===== config.mk =====
export PLATFORM = sky130hd
export DESIGN_NAME = tailights_input_cond
export DESIGN_NICKNAME = d
export VERILOG_FILES = /design/src/rtl/tailights_input_cond.sv
export SDC_FILE = /design/constraint.sdc
export NUM_CORES = 1
export LEC_CHECK = 0
export ABC_CLOCK_PERIOD_IN_PS = 1500
export BUFFER_PORTS_ARGS = -buffer_cell sky130_fd_sc_hd__buf_4
export CORE_MARGIN = 3
export CORE_UTILIZATION = 50
export CTS_CLUSTER_DIAMETER = 120
export DETAILED_ROUTE_END_ITERATION = 12
export GPL_ROUTABILITY_DRIVEN = 0
export GPL_TIMING_DRIVEN = 0
export PLACE_DENSITY = 0.71
export SLEW_MARGIN = 30
export SYNTH_ARGS = -nofsm -noshare
export SYNTH_HDL_FRONTEND = slang
export SYNTH_SLANG_ARGS = --single-unit

===== constraint.sdc =====
create_clock -name clk -period 1.5 [get_ports clk]
set_clock_uncertainty 0.15 [all_clocks]
set_input_delay 0.3 -clock clk [delete_from_list [all_inputs] [get_ports clk]]
set_output_delay 0.3 -clock clk [all_outputs]
set_load 0.03 [all_outputs]

===== src/rtl/tailights_input_cond.sv =====
// Input conditioner for the taillight sequencer: synchronizes, debounces and
// arbitrates the lever/hazard switches, and generates the pattern step tick.
module tailights_input_cond #(
  parameter int DB_CYCLES = 4,
  parameter int TICK_DIV  = 8
) (
  input  logic clk,
  input  logic rst,
  input  logic left_sw,
  input  logic right_sw,
  input  logic hazard_sw,
  output logic L,
  output logic R,
  output logic H,
  output logic tick
);

  localparam int CW = $clog2(DB_CYCLES) + 1;
  localparam int TW = $clog2(TICK_DIV);

  typedef enum logic [1:0] {
    ST_IDLE,
    ST_LEFT,
    ST_RIGHT,
    ST_HAZ
  } state_t;

  // Bit 0 = left, bit 1 = right, bit 2 = hazard.
  logic [2:0]    raw;
  logic [2:0]    sync1_q, sync2_q;
  logic [2:0]    deb_q, deb_d;
  logic [CW-1:0] db_cnt_q [3];
  logic [CW-1:0] db_cnt_d [3];

  state_t        state_q, state_d, target;
  logic          state_chg;
  logic [TW-1:0] tcnt_q, tcnt_d;
  logic          tick_q, tick_d;
  logic          l_q, r_q, h_q;

  assign raw = {hazard_sw, right_sw, left_sw};

  // NOTE: every assignment in always_comb gets a default first, so no path
  // through the block can leave a variable unassigned and infer a latch.
  always_comb begin
    for (int i = 0; i < 3; i++) begin
      deb_d[i]    = deb_q[i];
      db_cnt_d[i] = '0;
      if (sync2_q[i] != deb_q[i]) begin
        if (db_cnt_q[i] == CW'(DB_CYCLES - 1)) begin
          deb_d[i] = sync2_q[i];
        end else begin
          db_cnt_d[i] = db_cnt_q[i] + CW'(1);
        end
      end
    end
  end

  always_comb begin
    target = ST_IDLE;
    if (deb_q[2] || (deb_q[0] && deb_q[1])) begin
      target = ST_HAZ;
    end else if (deb_q[0]) begin
      target = ST_LEFT;
    end else if (deb_q[1]) begin
      target = ST_RIGHT;
    end

    // A direct left<->right swap passes through one all-low cycle so the
    // sequencer restarts its pattern.
    state_d = target;
    if ((state_q == ST_LEFT && target == ST_RIGHT) ||
        (state_q == ST_RIGHT && target == ST_LEFT)) begin
      state_d = ST_IDLE;
    end
    state_chg = (state_d != state_q);

    tcnt_d = '0;
    tick_d = 1'b0;
    if (!state_chg) begin
      if (tcnt_q == TW'(TICK_DIV - 1)) begin
        tick_d = 1'b1;
      end else begin
        tcnt_d = tcnt_q + TW'(1);
      end
    end
  end

  // NOTE: sequential state uses non-blocking assignments only, so every flop
  // samples pre-edge values regardless of statement order.
  always_ff @(posedge clk) begin
    if (rst) begin
      sync1_q <= '0;
      sync2_q <= '0;
      deb_q   <= '0;
      // NOTE: the debounce counters are a tiny register array, not a memory,
      // so resetting them costs nothing and keeps glitch filtering exact.
      for (int i = 0; i < 3; i++) db_cnt_q[i] <= '0;
      state_q <= ST_IDLE;
      tcnt_q  <= '0;
      tick_q  <= 1'b0;
      l_q     <= 1'b0;
      r_q     <= 1'b0;
      h_q     <= 1'b0;
    end else begin
      sync1_q <= raw;
      sync2_q <= sync1_q;
      deb_q   <= deb_d;
      for (int i = 0; i < 3; i++) db_cnt_q[i] <= db_cnt_d[i];
      state_q <= state_d;
      tcnt_q  <= tcnt_d;
      tick_q  <= tick_d;
      l_q     <= (state_d == ST_LEFT);
      r_q     <= (state_d == ST_RIGHT);
      h_q     <= (state_d == ST_HAZ);
    end
  end

  assign L    = l_q;
  assign R    = r_q;
  assign H    = h_q;
  assign tick = tick_q;

endmodule


==> qor.yml <==
global_routing:
  grt_pass1_vias: 659
  grt_start_max_net_pins: 15
  grt_pass1_wl_mm: 2.64
  antenna_found_initial: 0
  track_usage_pct: 13.9
  grt_overflow: 0
clock_network:
  insertion_delay_ns: 0.31
  htree_num_levels: 1
  clock-root-buffer: "clkbuf_4"
  cts.sinks: 27
  cts_buffers: 3
  postCtsHoldBufs: 0
  cts_tree: "done"
  clock_path_buffers: 2
  clk_pin_slew_ns: 0.13
final_layout:
  finish.utilization_pct: 67.3
  area_delta_synth_final_pct: 20.0
  drive_gt1_share_pct: 30.4
  antennaDiodeCount: 0
  fin_cells: 137
  nNetsFinal: 126
critical_path:
  critPathMaxFanout: 6
  path_class: "flip-flop to flip-flop"
  crit_path_start_kind: "flip-flop"
  cp-startpoint: "deb_q[2]"
  arrival_ns: 1.53
  cp.required_ns: 1.57
  crit_path_end_kind: "flip-flop"
  r2r-start: "deb_q[2]"
logic_synthesis:
  synth_top_family_by_area: "simple AND/OR/NAND/NOR gates"
  ys_ff_latch: 27
  synthArstFlopShare_pct: 0
  synth_cell_types: 25
  post-synth-top-count-cell: "dfxtp_1"
  synth_top_area_share_pct: 52.9
  avgSynthCellArea_sq_um: 10.6
  synth-simple-area-share_pct: 19.4
  yosys-top-cells-area: "dfxtp_1 53%, ha_1 9.8%, nor2_1 5.5%, nor2b_1 3.7%, xnor2_1 3.4%"
  syn-num-nets: 109
  synth-compound-area-share_pct: 6.13
  yosys-top-cells-count: "27 x dfxtp_1, 15 x nor2_1, 8 x ha_1, 8 x inv_1, 6 x nor2b_1"
  syn_inst: 96
  yosys.area_share.adder_pct: 9.80
  synth-seq-area-share_pct: 52.9
  yosys_warnings: 0
  syn_area_sq_um: 1020
  synth_ff_type: "dfxtp_1"
  synth_edf_count: 0
  synth_xor_xnor_area_share_pct: 3.43
  yosys.area.top_type: "dfxtp_1"
  synthMuxAreaShare_pct: 2.94
pwr:
  power.total_w: 0.00109
  powerDensity_nw_per_um2: 887
  max-vdd-ir-drop_mv: 0.680
  p_leak_nw: 0.487
floorplan:
  die_area_sq_um: 2620
  rows: 15
  design.core.area_sq_um: 1820
  die_height_um: 51.2
  initial_core_util_pct: 56.1
  die_w_um: 51.2
  io_pins: 9
route:
  drt-initial-drc-count: 2
  viasPerCell: 4.93
  antenna_left: 0
  wirelength_mm: 1.57
  remaining_drc_errors: 0
  dr_total_vias: 676
  wl_per_cell_um: 11.5
  dr.pass1.iters: 4
timing:
  final_hold_viol_count: 0
  setup_violations: 0
  max_freq_mhz: 686
  rsz0062_at_grt: "yes"
  fin_crit_sh_pct: 97.2
  slew_headroom_pct: 66.1
  tightestPinTransition_ns: 0.509
  period_needed_ns: 1.46
  slew_violations: 0
hold_path:
  hold_class: "input pin to flip-flop"
  min-delay-start: "right_sw"
placement:
  io_buffer_count: 8
  dp.cells: 129
  hpwl_mm: 1.09
run:
  max-cap-violations: 0
outcome:
  status: "finished, final reports clean"
-- final cells by class --
class	instances	area [sq um]
clock buffer	4	26.3
timing repair buffer	13	97.6
fill	150	596
buffer	4	30.0
sequential	27	549
multi-input combinational	56	460
tap	25	31.3
inverter	8	30.0
-- sequential cells by signal (all words and copies together) (netlist names) --
signal and cells:
db_cnt_q 9, deb_q 3, sync1_q 3, sync2_q 3
tcnt_q 3, state_q 2, H 1, L 1
R 1, tick 1
-- stage by stage --
step | TNS (ns) | setup slack (ns) | cell area (sq um) | hold slack (ns)
global placement | -0.254 | -0.0616 | 1110 | 0.257
detailed placement | -0.228 | -0.0502 | 1110 | 0.262
floorplan | 0 | 0.0787 | 1020 | 0.249
finish | 0 | 0.0422 | 1220 | 0.0509
global route | -0.0986 | -0.0518 | 1220 | 0.0458
CTS | 0 | 0.00166 | 1150 | 0.0451
-- placed cells by master (no fill, tap or decap) --
cell / instances
and2_1: 1
or3_1: 2
a21oi_1: 2
dfxtp_4: 1
or3b_1: 1
xnor2_1: 4
nand3b_1: 1
or3_4: 1
and3_1: 1
nor4b_4: 1
clkbuf_4: 3
or3b_2: 1
buf_4: 13
nor2b_1: 6
a21oi_2: 1
ha_1: 7
a2111oi_2: 3
nor4_1: 2
dfxtp_1: 22
inv_1: 8
ha_2: 1
dfxtp_2: 4
buf_6: 2
nand2b_1: 1
mux2i_1: 3
nor2_2: 2
nor3_1: 1
o31ai_4: 1
nor2_1: 13
clkbuf_1: 3
-- logic make-up (layout without fill, tap and decap cells) --
logic type	after synthesis	in the layout
XOR/XNOR	4	4
AO/OA/AOI/OAI	7	7
multiplexers	3	3
AND/OR/NAND/NOR	34	34
flip-flops	27	27
buffers and inverters	13	29
adder cells (fa/ha/maj)	8	8
-- layer usage --
metal / routed length [um] / track usage [%] / share of wire [%] / vias up
li1: - / - / - / 346
met1: 690 / 13.8 / 44 / 319
met2: 799 / 25.5 / 51 / 7
met3: 47 / 3.50 / 3.0 / 4
met4: 33 / 8.07 / 2.1 / 0
met5: 0 / 0 / 0 / -
-- path summary, 6_finish.rpt --
| path | endpoint | slack (ns) | cells past startpoint |
|---|---|---|---|
| max reg2reg | tcnt_q[2] | 0.04 | 4 |
| max | tcnt_q[2] | 0.04 | 4 |
| min reg2reg | db_cnt_q[0][3] | 0.26 | 1 |
| min | sync1_q[1] | 0.05 | 2 |
-- worst max-delay path, cell delays in order, from the launching register on --
cell       delay (ns)
dfxtp_2          0.34
buf_6            0.12
nor4b_4          0.25
o31ai_4          0.13
a2111oi_2        0.36
-- report_power, final --
group          internal (W)  switching, W  total [W]
sequential         0.000733    0.00000723   0.000740
combinational     0.0000266     0.0000242  0.0000509
clock              0.000104      0.000191   0.000295
total              0.000863      0.000223    0.00109
-- what timing repair did --
item                       CTS  global route
setup endpoints to repair    3            11
buffers inserted             0             5
hold endpoints to repair     0             0
pin swaps                    4             4
resized for setup            4            15
Power figures use the tool's default switching activity.
